File: src/rtl/cd_spi_bridge.sv
// SPI-slave (mode 0) front end that turns SPI frames into 8-bit CSR reads/writes
// for the CDBUS controller. All SPI pins are oversampled on clk.
module cd_spi_bridge (
  input  logic       clk,
  input  logic       reset,
  input  logic       nss,
  input  logic       sck,
  input  logic       sdi,
  output logic       sdo,
  output logic       sdo_en,
  output logic       chip_select,
  output logic [4:0] csr_address,
  output logic       csr_read,
  input  logic [7:0] csr_readdata,
  output logic       csr_write,
  output logic [7:0] csr_writedata
);

  localparam int unsigned DataW = 8;
  localparam int unsigned AddrW = 5;
  localparam int unsigned CntW  = 3;

  typedef enum logic [2:0] {
    ST_IDLE,
    ST_CMD,
    ST_WR,
    ST_RD,
    ST_HOLD
  } state_e;

  // [1] is the synchronised level, [2] the edge-detect history flop
  logic [2:0] nss_sync_q;
  logic [2:0] sck_sync_q;
  logic [1:0] sdi_sync_q;

  state_e             state_q, state_d;
  logic [CntW-1:0]    cnt_q, cnt_d;
  logic [DataW-2:0]   rx_q, rx_d;
  logic [DataW-1:0]   tx_q, tx_d;
  logic [AddrW-1:0]   addr_q, addr_d;
  logic [DataW-1:0]   wdata_q, wdata_d;
  logic               wr_q, wr_d;
  logic               rd_q, rd_d;
  logic               rd_pend_q, rd_pend_d;
  logic               skip_q, skip_d;
  logic               cs_q, cs_d;

  logic               nss_hi, nss_fall, nss_rise;
  logic               sck_rise, sck_fall;
  logic               byte_done;
  logic [DataW-1:0]   rx_byte;

  // Pin synchronisers carry no reset so they keep tracking the pins during reset
  always_ff @(posedge clk) begin
    nss_sync_q <= {nss_sync_q[1:0], nss};
    sck_sync_q <= {sck_sync_q[1:0], sck};
    sdi_sync_q <= {sdi_sync_q[0], sdi};
  end

  assign nss_hi    = nss_sync_q[1];
  assign nss_fall  = ~nss_sync_q[1] & nss_sync_q[2];
  assign nss_rise  = nss_sync_q[1] & ~nss_sync_q[2];
  assign sck_rise  = sck_sync_q[1] & ~sck_sync_q[2];
  assign sck_fall  = ~sck_sync_q[1] & sck_sync_q[2];
  assign rx_byte   = {rx_q, sdi_sync_q[1]};
  assign byte_done = sck_rise && (cnt_q == CntW'(7));

  always_ff @(posedge clk) begin
    if (reset) begin
      state_q   <= nss_sync_q[1] ? ST_IDLE : ST_HOLD;
      cnt_q     <= '0;
      rx_q      <= '0;
      tx_q      <= '0;
      addr_q    <= '0;
      wdata_q   <= '0;
      wr_q      <= 1'b0;
      rd_q      <= 1'b0;
      rd_pend_q <= 1'b0;
      skip_q    <= 1'b0;
      cs_q      <= 1'b0;
    end else begin
      state_q   <= state_d;
      cnt_q     <= cnt_d;
      rx_q      <= rx_d;
      tx_q      <= tx_d;
      addr_q    <= addr_d;
      wdata_q   <= wdata_d;
      wr_q      <= wr_d;
      rd_q      <= rd_d;
      rd_pend_q <= rd_pend_d;
      skip_q    <= skip_d;
      cs_q      <= cs_d;
    end
  end

  always_comb begin
    state_d   = state_q;
    cnt_d     = cnt_q;
    rx_d      = rx_q;
    tx_d      = tx_q;
    addr_d    = addr_q;
    wdata_d   = wdata_q;
    wr_d      = 1'b0;
    rd_d      = 1'b0;
    rd_pend_d = rd_q;
    skip_d    = skip_q;
    cs_d      = cs_q;

    case (state_q)
      ST_IDLE: begin
        if (nss_fall) begin
          state_d = ST_CMD;
          cnt_d   = '0;
          rx_d    = '0;
          tx_d    = '0;
          skip_d  = 1'b0;
          cs_d    = 1'b1;
        end
      end

      ST_CMD, ST_WR, ST_RD: begin
        if (sck_rise) begin
          rx_d  = rx_byte[DataW-2:0];
          cnt_d = cnt_q + CntW'(1);
        end
        // The fall right after a byte boundary keeps the freshly loaded bit7
        if (sck_fall) begin
          if (skip_q) begin
            skip_d = 1'b0;
          end else begin
            tx_d = {tx_q[DataW-2:0], 1'b0};
          end
        end
        if (rd_pend_q && (state_q == ST_RD)) begin
          tx_d = csr_readdata;
        end
        if (byte_done) begin
          skip_d = 1'b1;
          if (state_q == ST_CMD) begin
            addr_d = rx_byte[AddrW-1:0];
            if (rx_byte[DataW-1]) begin
              state_d = ST_WR;
            end else begin
              state_d = ST_RD;
              rd_d    = 1'b1;
            end
          end else if (state_q == ST_WR) begin
            wr_d    = 1'b1;
            wdata_d = rx_byte;
          end else begin
            rd_d = 1'b1;
          end
        end
        // nss rise drops any partial byte and cancels a coincident strobe
        if (nss_rise) begin
          state_d = ST_IDLE;
          cs_d    = 1'b0;
          tx_d    = '0;
          wr_d    = 1'b0;
          rd_d    = 1'b0;
        end
      end

      ST_HOLD: begin
        if (nss_hi) begin
          state_d = ST_IDLE;
        end
      end

      default: begin
        state_d = ST_IDLE;
        cs_d    = 1'b0;
      end
    endcase
  end

  assign sdo           = tx_q[DataW-1];
  assign sdo_en        = cs_q;
  assign chip_select   = cs_q;
  assign csr_address   = addr_q;
  assign csr_read      = rd_q;
  assign csr_write     = wr_q;
  assign csr_writedata = wdata_q;

endmodule

File: config.mk
export PLATFORM = sky130hd
export DESIGN_NAME = cd_spi_bridge
export DESIGN_NICKNAME = d
export VERILOG_FILES = /design/src/rtl/cd_spi_bridge.sv
export SDC_FILE = /design/constraint.sdc
export NUM_CORES = 1
export LEC_CHECK = 0
export CAP_MARGIN = 15
export CORE_MARGIN = 3
export CORE_UTILIZATION = 56
export CTS_BUF_LIST = sky130_fd_sc_hd__clkbuf_4 sky130_fd_sc_hd__clkbuf_8 sky130_fd_sc_hd__clkbuf_16
export DETAILED_ROUTE_END_ITERATION = 10
export GPL_TIMING_DRIVEN = 0
export PLACE_DENSITY = 0.83
export SKIP_CTS_REPAIR_TIMING = 1
export SLEW_MARGIN = 20
export SYNTH_ARGS = -nofsm -noshare
export SYNTH_HDL_FRONTEND = slang
export SYNTH_SLANG_ARGS = --single-unit
File: constraint.sdc
create_clock -name clk -period 4.6 [get_ports clk]
set_input_delay 1.15 -clock clk [delete_from_list [all_inputs] [get_ports clk]]
set_output_delay 1.15 -clock clk [all_outputs]
set_load 0.02 [all_outputs]
==> key figures, run 1 <==
Status
  – Status: finished, final reports clean

Yosys
  – Cells after synthesis: 204
  – Adder-cell share of the synthesized area: 1.305%
  – Synth Area per Inst: 9.396 µm²
  – Seq/Total Area, Yosys: 50.65%
  – #FFs+latches synth: 47
  – Largest family of logic cells by synthesized area: simple AND/OR/NAND/NOR gates
  – Multiplexer area fraction after synthesis: 8.290%
  – Mapped Nets: 219
  – Mapped cell area: 1917 µm²
  – Synth Area in XOR/XNOR: 0%
  – Yosys warns: 0
  – Top cells by area, synth: dfxtp_1, a21oi_1, edfxtp_1
  – Synth cell types: 32
  – Synth top area share: 45.95%
  – Compound-Gate Fraction of Synth Area: 14.23%
  – Post-Synth Simple-Gate Area: 21.28%
  – Cell taking the most area after synthesis: dfxtp_1

Worst setup path
  – Crit Path Class: in2reg
  – Reg2Reg Depth: 4
  – CP max stage cell: clkdlybuf4s50_1
  – Critical path arrival: 2710 ps
  – Critical-path maximum fanout: 10
  – Register-to-register setup slack: 2600 ps
  – WP data required: 4640 ps
  – CP Launch Type: input port
  – Cell mode on critical path: clkbuf_1
  – Reg-to-reg startpoint: state_q[1]
  – CP Cell Sequence: clkdlybuf4s50_1 > clkbuf_1 > clkbuf_1 > a21oi_1 > o211ai_1
  – Critical Path End: state_q[2]
  – Delay of the slowest critical-path stage: 470 ps
  – Nature of the critical path endpoint: flop
  – CP startpoint: reset
  – Worst r2r dst: tx_q[5]

Floorplan
  – Core area: 3153 µm²
  – Initial Util: 60.79%
  – Row Count: 20
  – DIE AREA: 4161 µm²
  – IO Count: 31
  – Die height: 64.51 µm
  – Die X-Extent: 64.51 µm

Power
  – Gate power share: 13.6%
  – Max rail drop VDD: 0.2458 mV
  – Pwr Density: 311.4 nW/µm²
  – Total leakage power: 0.8713 nW
  – Clock share of power: 26.1%
  – Sw Pwr: 0.2041 mW
  – Internal Power: 0.5210 mW
  – Switching share of power: 28.15%
  – Sequential power share: 60.3%

Global routing
  – Grt ovf: 0
  – Vias in the first global route: 1537
  – First-pass GRT wire length: 7.072 mm
  – Initial antenna violation count: 0
  – GR Util All Layers: 21.73%
  – Largest net degree at the start of global routing: 16

Routing
  – Initial DRC count: 106
  – ANT nets after route: 0
  – Drt total wl: 4.089 mm
  – Pre-antenna DRT Iters: 4
  – Total vias in the final route: 1614
  – Via/cell ratio: 5.643
  – WL/cell: 14.30 µm
  – DR DRC count: 0

STA
  – Hold Fails Final Rpt: 0
  – Setup Viol. Count Final: 0
  – Pins Over Slew Limit: 0
  – Final period utilization: 57.98%
  – Setup_tns: 0 ps
  – Max Freq: 0.3749 GHz
  – Unrepaired setup endpoints after global routing: false
  – Minimum clock period: 2667 ps
  – Clk_skew: 11.06 ps
  – Slew Limit Headroom: 60.46%
  – Worst-margin pin slew: 591.1 ps

Finish
  – Final Cell Area: 2328 µm²
  – Synthesis-to-layout area growth: 21.48%
  – Nets: 256
  – Most common cell after layout, fill and taps aside: dfxtp_1
  – Diode count: 0
  – Layout cells sized above 1: 9.504%
  – Most frequent cells in the layout: dfxtp_1, clkdlybuf4s50_1, a21oi_1, nand2_1, nor2b_1

Place
  – RD Place Congestion: 0.8290
  – IO buf count: 30
  – Area of placed instances: 2272 µm²
  – Hpwl dp: 2.863 mm

Clock tree
  – Clock Tree Buf Depth: 2
  – Worst-path clk slew: 120 ps
  – CTS buffer count: 5
  – Root buf cell: clkbuf_4
  – Worst-Skew Late Latency: 370 ps
  – CTS H-tree lvls: 2
  – Clock sink total: 47
  – CTS tree: built

Run
  – Max-cap violations: 0

Hold path
  – Worst hold path type: reg2reg
  – HP Start: nss_sync_q[0]
[cell families after synthesis]
logic type | Yosys count
AND/OR/NAND/NOR | 75
AO/OA/AOI/OAI | 47
flip-flops | 47
buffers and inverters | 18
multiplexers | 15
adder cells (fa/ha/maj) | 2
[power groups by stage]
| stage | Sequential, mW | Clock, mW | Combinational, mW |
|---|---|---|---|
| 6_report | 0.437 | 0.189 | 0.0987 |
| 5_1_grt | 0.439 | 0.208 | 0.109 |
| 4_1_cts | 0.437 | 0.192 | 0.0983 |
| 3_5_place_dp | 0.446 | 0 | 0.0976 |
| 3_3_place_gp | 0.445 | 0 | 0.0944 |
| 2_1_floorplan | 0.443 | 0 | 0.0657 |
[layout make-up]
cell class / instances / area, µm²
Buffer: 15 / 70.07
Fill cell: 246 / 824.5
Multi-Input combinational cell: 139 / 864.6
Inverter: 3 / 11.26
Timing Repair Buffer: 30 / 300.3
Tap cell: 44 / 55.05
Clock buffer: 5 / 37.54
Sequential cell: 47 / 970.9
Clock inverter: 3 / 18.77
[critical path: cells and delay by family]
kind	cells	cell delay [ps]
AO/OA/AOI/OAI	2	300
buffers and inverters	3	1260
[how the worst min path moves through the flow]
stage / end / slack, ps / cells after the start
finish: nss_sync_q[1] / 350 / 0
detailed placement: nss_sync_q[1] / 320 / 0
global route: sck_sync_q[1] / 340 / 0
CTS: sck_sync_q[1] / 340 / 0
global placement: sdi_sync_q[1] / 310 / 0
floorplan: nss_sync_q[1] / 310 / 0
[registers in the layout, indices dropped and copies added (netlist names), 2 cells and up]
name           count
csr_address        5
rx_q               7
state_q            3
sdi_sync_q         2
nss_sync_q         3
cnt_q              3
csr_writedata      8
sck_sync_q         3
tx_q               8
[layer usage]
layer,global-route usage [%],share of wire [%]
met1,28.48,45
met2,34.66,47
met3,6.066,6.8
met4,7.124,1.3
met5,0,0
[per-stage QoR]
step | setup slack [ps] | util (%) | total power [mW] | cells | hold WS [ps]
5_1_grt | 1751 | 73.85 | 0.7567 | 286 | 344.7
3_5_place_dp | 1529 | 72.06 | 0.5435 | 278 | 321.5
4_1_cts | 1925 | 73.85 | 0.7272 | 286 | 344.7
3_3_place_gp | 1623 | 72.06 | 0.5394 | 278 | 311.0
6_report | 1933 | 73.85 | 0.7251 | 286 | 345.7
2_1_floorplan | 2369 | - | 0.5091 | 204 | 309.6
[synthesized netlist by cell type]
cell / count
a21oi_1: 29
a31oi_1: 1
a32o_1: 1
and2b_1: 1
and4b_4: 1
buf_2: 2
buf_4: 1
buf_6: 1
clkbuf_1: 11
dfxtp_1: 44
edfxtp_1: 3
ha_1: 2
inv_1: 3
mux2_2: 7
mux2i_1: 8
nand2_1: 23
nand2b_1: 1
nand3_1: 5
nand4_1: 9
nand4b_1: 1
nor2_1: 13
nor2b_1: 14
nor3_1: 1
nor3b_1: 1
nor4b_4: 1
nor4bb_1: 1
o2111a_1: 1
o211ai_1: 1
o21ai_0: 13
o41ai_4: 1
or2_2: 1
or4_1: 2
(Power assumes the default switching activity.)
==> run 2: changes to the inputs <==
--- a/config.mk
+++ b/config.mk
@@ -7,11 +7,11 @@
 export LEC_CHECK = 0
 export CAP_MARGIN = 15
 export CORE_MARGIN = 3
-export CORE_UTILIZATION = 56
+export CORE_UTILIZATION = 52
 export CTS_BUF_LIST = sky130_fd_sc_hd__clkbuf_4 sky130_fd_sc_hd__clkbuf_8 sky130_fd_sc_hd__clkbuf_16
 export DETAILED_ROUTE_END_ITERATION = 10
 export GPL_TIMING_DRIVEN = 0
-export PLACE_DENSITY = 0.83
+export PLACE_DENSITY = 0.78
 export SKIP_CTS_REPAIR_TIMING = 1
 export SLEW_MARGIN = 20
 export SYNTH_ARGS = -nofsm -noshare
==> constraint.sdc (replaced) <==
create_clock -name clk -period 2.7 [get_ports clk]
set_input_delay 0.675 -clock clk [delete_from_list [all_inputs] [get_ports clk]]
set_output_delay 0.675 -clock clk [all_outputs]
set_load 0.02 [all_outputs]
==> run 2 against run 1 <==
Die area grew 7.0%. Sequential power grew 70%. Clock skew shrank 3.6 ps. Worst hold slack lost 14 ps. Clock power grew 130%. Highest routed layer unchanged. Critical endpoint is now csr_address[1]. Sequential share of layout area shrank 0.79 points. Global-route usage shrank 3.2 points. Sequential cell count is the same.
==> key figures, run 2 (synthesis results as in run 1) <==
Status
  – Status: finished, final reports clean

Clock tree
  – CTS tree: built
  – Clock Tree Buf Depth: 2 (unchanged)
  – Clock sink total: 47 (unchanged)
  – CTS buffer count: 5 (unchanged)
  – Worst-Skew Late Latency: 300 ps (-70 ps)
  – Root buf cell: clkbuf_8
  – Worst-path clk slew: 80 ps (-40 ps)
  – CTS H-tree lvls: 2 (unchanged)

STA
  – Max Freq: 0.4414 GHz
  – Slew Limit Headroom: 60.47% (about the same)
  – Unrepaired setup endpoints after global routing: false
  – Hold Fails Final Rpt: 0 (unchanged)
  – Minimum clock period: 2266 ps
  – Final period utilization: 83.91%
  – Setup_tns: 0 ps (unchanged)
  – Worst-margin pin slew: 590.9 ps (-0.2517 ps)
  – Clk_skew: 7.420 ps (-3.640 ps)
  – Setup Viol. Count Final: 0 (unchanged)
  – Pins Over Slew Limit: 0 (unchanged)

Finish
  – Final Cell Area: 2374 µm² (+1.9%)
  – Multi-input gate area: 864.6 µm² (unchanged)
  – Synthesis-to-layout area growth: 23.83%
  – Most frequent cells in the layout: dfxtp_1, clkdlybuf4s50_1, a21oi_1, nand2_1, nor2b_1
  – Nets: 256 (unchanged)
  – Layout cells sized above 1: 9.504% (unchanged)
  – Diode count: 0 (unchanged)
  – Most common cell after layout, fill and taps aside: dfxtp_1
  – Final-layout fill cell count: 300 (+22%)
  – Register area: 970.9 µm² (unchanged)

Global routing
  – First-pass GRT wire length: 6.334 mm (-10%)
  – Grt ovf: 0 (unchanged)
  – Largest net degree at the start of global routing: 16 (unchanged)
  – GR Util All Layers: 18.55% (-3.2 points)
  – Vias in the first global route: 1437 (-6.5%)
  – M2 GR Usage: 29.95% (-4.7 points)
  – Initial antenna violation count: 0 (unchanged)
  – GR Layer Usage met3: 4.384% (-1.7 points)
  – Grt met1 use: 23.00% (-5.5 points)
  – Most Crowded Layer GR: met2

Place
  – Hpwl dp: 2.610 mm (-8.8%)
  – IO buf count: 30 (unchanged)
  – Area of placed instances: 2275 µm² (+0.11%)
  – RD Place Congestion: 0.8539 (+3.0%)

Hold path
  – Worst hold path type: reg2reg
  – Hold path endpoint: sck_sync_q[1]
  – WHS Path Cells: 0 (unchanged)
  – HP Start: sck_sync_q[0]

Worst setup path
  – Worst r2r dst: tx_q[6]
  – WP data required: 2870 ps (-1770 ps)
  – Reg-to-reg startpoint: state_q[1]
  – Reg2Reg Depth: 4 (unchanged)
  – CP Launch Type: input port
  – Crit Path Class: in2reg
  – Register-to-register setup slack: 720 ps (-1880 ps)
  – Critical path arrival: 2430 ps (-280 ps)
  – Nature of the critical path endpoint: flop
  – Critical-path maximum fanout: 10 (unchanged)

Routing
  – DR DRC count: 0 (unchanged)
  – Pre-antenna DRT Iters: 4 (unchanged)
  – Initial DRC count: 73 (-31%)
  – Total vias in the final route: 1552 (-3.8%)
  – Via/cell ratio: 5.389 (-4.5%)
  – WL/cell: 13.14 µm (-8.1%)
  – Drt total wl: 3.783 mm (-7.5%)
  – ANT nets after route: 0 (unchanged)

Floorplan
  – DIE AREA: 4451 µm² (+7.0%)
  – Initial Util: 55.69% (-5.1 points)
  – Die height: 66.72 µm (+3.4%)
  – Row Count: 21 (+5.0%)
  – Core area: 3442 µm² (+9.2%)
  – Die X-Extent: 66.72 µm (+3.4%)
  – IO Count: 31 (unchanged)

Power
  – Total chip power: 1.351 mW (+86%)
  – Pwr Density: 569.2 nW/µm² (+83%)
  – Max rail drop VDD: 0.4548 mV (+85%)
  – Total leakage power: 0.8872 nW (+1.8%)

Run
  – Max-cap violations: 0 (unchanged)
run 2: changes by cell type in the layout (fill, tap and decap cells not counted), sizes merged:
| cell | delta |
|---|---|
| clkbuf | +1 |
| inv | -1 |
run 2: worst max path at each step:
stage,depth (start not counted),endpoint,startpoint,slack [ps]
global placement,5,rx_q[4],reset,110
floorplan,4,tx_q[1],state_q[1],910
finish,5,csr_address[1],reset,430
global route,5,csr_address[2],reset,280
CTS,5,csr_address[1],reset,400
detailed placement,5,rx_q[4],reset,90
run 2: cell type report:
class | instances | area share [%]
timing repair buffer | 30 | 12.65
inverter | 3 | 0.4744
tap | 46 | 2.425
clock inverter | 2 | 0.6853
multi-input combinational | 139 | 36.43
clock buffer | 6 | 3.479
sequential | 47 | 40.91
buffer | 15 | 2.952
run 2: worst max-delay path, cell delays in order:
cell and delay, ps:
clkdlybuf4s50_1 490, clkbuf_1 370, clkbuf_1 410, clkbuf_1 410, a21oi_1 80
run 2: stage by stage:
stage / util [%] / hold WS (ps) / std cells / setup slack (ps)
after floorplan: - / 309.6 / 204 / 905.8
after global placement: 66.09 / 311.0 / 280 / 106.6
after detailed placement: 66.09 / 313.8 / 280 / 85.89
after CTS: 68.96 / 334.7 / 288 / 402.6
after global routing: 68.96 / 338.4 / 288 / 279.4
final: 68.96 / 331.4 / 288 / 434.4
run 2: report_power, final:
part / internal (mW) / switching, mW
combinational: 0.0651 / 0.101
sequential: 0.721 / 0.0240
clock: 0.209 / 0.231
total: 0.995 / 0.356
run 2: routing by layer:
metal | part of all wire, % | up-vias
met5 | 0 | -
met4 | 1.9 | 0
met3 | 4.3 | 9
met2 | 46 | 36
met1 | 48 | 721
li1 | - | 786
==> edit: new RTL, flow settings as in run 2 <==
Add an input register stage for `nss`, `sck`, `sdi` and `csr_readdata`, without a reset; this delays them by one clock.
--- a/src/rtl/cd_spi_bridge.sv
+++ b/src/rtl/cd_spi_bridge.sv
@@ -28,6 +28,18 @@
     ST_HOLD
   } state_e;
 
+  logic nss_q;
+  logic sck_q;
+  logic sdi_q;
+  logic [7:0] csr_readdata_q;
+
+  always_ff @(posedge clk) begin
+    nss_q          <= nss;
+    sck_q          <= sck;
+    sdi_q          <= sdi;
+    csr_readdata_q <= csr_readdata;
+  end
+
   // [1] is the synchronised level, [2] the edge-detect history flop
   logic [2:0] nss_sync_q;
   logic [2:0] sck_sync_q;
@@ -52,9 +64,9 @@
 
   // Pin synchronisers carry no reset so they keep tracking the pins during reset
   always_ff @(posedge clk) begin
-    nss_sync_q <= {nss_sync_q[1:0], nss};
-    sck_sync_q <= {sck_sync_q[1:0], sck};
-    sdi_sync_q <= {sdi_sync_q[0], sdi};
+    nss_sync_q <= {nss_sync_q[1:0], nss_q};
+    sck_sync_q <= {sck_sync_q[1:0], sck_q};
+    sdi_sync_q <= {sdi_sync_q[0], sdi_q};
   end
 
   assign nss_hi    = nss_sync_q[1];
@@ -132,7 +144,7 @@
           end
         end
         if (rd_pend_q && (state_q == ST_RD)) begin
-          tx_d = csr_readdata;
+          tx_d = csr_readdata_q;
         end
         if (byte_done) begin
           skip_d = 1'b1;
Check against the original RTL: not equivalent (a bounded check fails within 4 cycles, from zero or initial values and one cycle with reset high).
==> edit against run 2 <==
Power grew 35%. Routed wire length is 9.8% higher. Area after synthesis grew 11%. Worst setup slack gained 0.012 ns. Final area rose by 13%. Sequential cell count increased by 11. Via count is 6.8% higher. Combinational power barely moved. Hold slack worse by 0.0087 ns. Cell count rose by 7.3%. Global-route usage shrank 0.33 points. Critical endpoint is now skip_q.
==> edit: results (changes against run 2) <==
| Metric | Value |
|---|---|
| Hold Path Stages | `0 (unchanged)` |
| Placer congestion estimate | `0.798 (was 0.854)` |
| Least-Margin Pin Slew | `0.608 ns (was 0.591 ns)` |
| Reg area | `1190 sq um (was 971 sq um)` |
| Largest net degree at the start of global routing | `11 (was 16)` |
| Critical R2R Capture | `tx_q[5] (was tx_q[6])` |
| Yosys cell types | `32 (unchanged)` |
| Ranking of synthesized cells by area | `dfxtp_1, a21oi_1, edfxtp_1 (unchanged)` |
| Vias in the first global route | `1,526 (was 1,437)` |
| Seq/Total Area, Yosys | `55.7% (was 50.7%)` |
| CP endpoint | `skip_q (was csr_address[1])` |
| H-tree levels | `3 (was 2)` |
| Clk root buf | `clkbuf_8 (unchanged)` |
| Placed cell areas | `2500 sq um (was 2270 sq um)` |
| Worst vdd ir | `373 uV (was 455 uV)` |
| Final #Nets | `271 (was 256)` |
| Number of synthesized flops with an enable pin | `3 (unchanged)` |
| #MultiIn Comb | `139 (unchanged)` |
| Clk cell area share | `6.86% (was 4.16%)` |
| CP max stage cell | `clkdlybuf4s50_1 (unchanged)` |
| Initial DRC Count | `60 (was 73)` |
| Overall routing resource usage | `18.2% (was 18.6%)` |
| Row Count | `22 (was 21)` |
| Area occupied by multi-input gates | `865 sq um (unchanged)` |
| Crit path kind | `primary input to flop (unchanged)` |
| R2r startpoint | `state_q[0] (was state_q[1])` |
| Clock insertion delay at the later pin of the skew report | `0.33 ns (was 0.30 ns)` |
| CTS Buf Count | `9 (was 5)` |
| Met3 routed WL | `250 um (was 163 um)` |
| Met1 wire length | `1990 um (was 1800 um)` |
| Synth cell count leaders | `dfxtp_1, a21oi_1, nand2_1 (unchanged)` |
| Inst Count DP | `293 (was 280)` |
| # clk buffers | `11 (was 6)` |
| Worst Path Arrival | `roughly 2.4 ns` |
| Post-Syn Nets | `230 (was 219)` |
| Hold Startpoint | `sdi_sync_q[0] (was sck_sync_q[0])` |
| P_sw | `437 uW (was 356 uW)` |
| Max clock buf depth | `2 (unchanged)` |
| Data buffer area share | `13.8% (was 15.6%)` |
| Fin Hold WS | `0.323 ns (was 0.331 ns)` |
| Logic inverters | `3 (unchanged)` |
| Bufs w/o clock | `45 (unchanged)` |
| Yosys reg bits | `58 (was 47)` |
| Hpwl dp | `2810 um (was 2610 um)` |
| Reg clk slew, reported paths | `0.06 ns (was 0.08 ns)` |
| Share of cells above drive strength 1 | `10.3% (was 9.50%)` |
| Flop2flop setup slack | `0.69 ns (was 0.72 ns)` |
| Syn_area_per_cell | `9.94 sq um (was 9.40 sq um)` |
| Metal2 WL | `1850 um (was 1750 um)` |
| Setup Skew | `0.00878 ns (was 0.00742 ns)` |
| Drt wl/cell | `13.4 um (was 13.1 um)` |
| Lkg Pwr | `1.03 nW (was 0.887 nW)` |
| Endpoint, Worst Hold | `sdi_sync_q[1] (was sck_sync_q[1])` |
| WL final | `4150 um (was 3780 um)` |
| Status | `finished, final reports clean (unchanged)` |
| Vias | `1,657 (was 1,552)` |
| First-pass GRT wire length | `7040 um (was 6330 um)` |
| Fill count | `324 (was 300)` |
## edit: cell count changes after synthesis
cell            run 2  this run
dfxtp_1            44        55
## edit: cell families (layout without fill, tap and decap cells)
logic type	after synthesis	after routing	synth area share, %
adders and majority gates	2	2	1.17
buffers and inverters	18	64	3.81
and+or+nand+nor	75	75	19.1
AOI/OAI and AO/OA	47	47	12.8
DFF	58	58	55.7
muxes	15	15	7.44
## edit: power by group through the flow
stage               logic (mW)  registers [mW]  clock network, mW
finish                   0.167           0.920              0.743
CTS                      0.167           0.919              0.762
global placement         0.165           0.937                  0
floorplan                0.112           0.931                  0
detailed placement       0.166           0.938                  0
global route             0.183           0.923              0.797
## edit: per-layer routing
metal  GRT usage, %  up-vias
met5              0        -
met4           7.02        0
met3           7.48        8
met2           27.1       42
met1           23.5      774
li1               -      833
## edit: stage by stage
step / worst slack [ns] / util, %
floorplan: 0.906 / -
global placement: 0.124 / 65.7
detailed placement: 0.144 / 65.7
CTS: 0.484 / 70.6
global route: 0.284 / 70.6
finish: 0.447 / 70.6
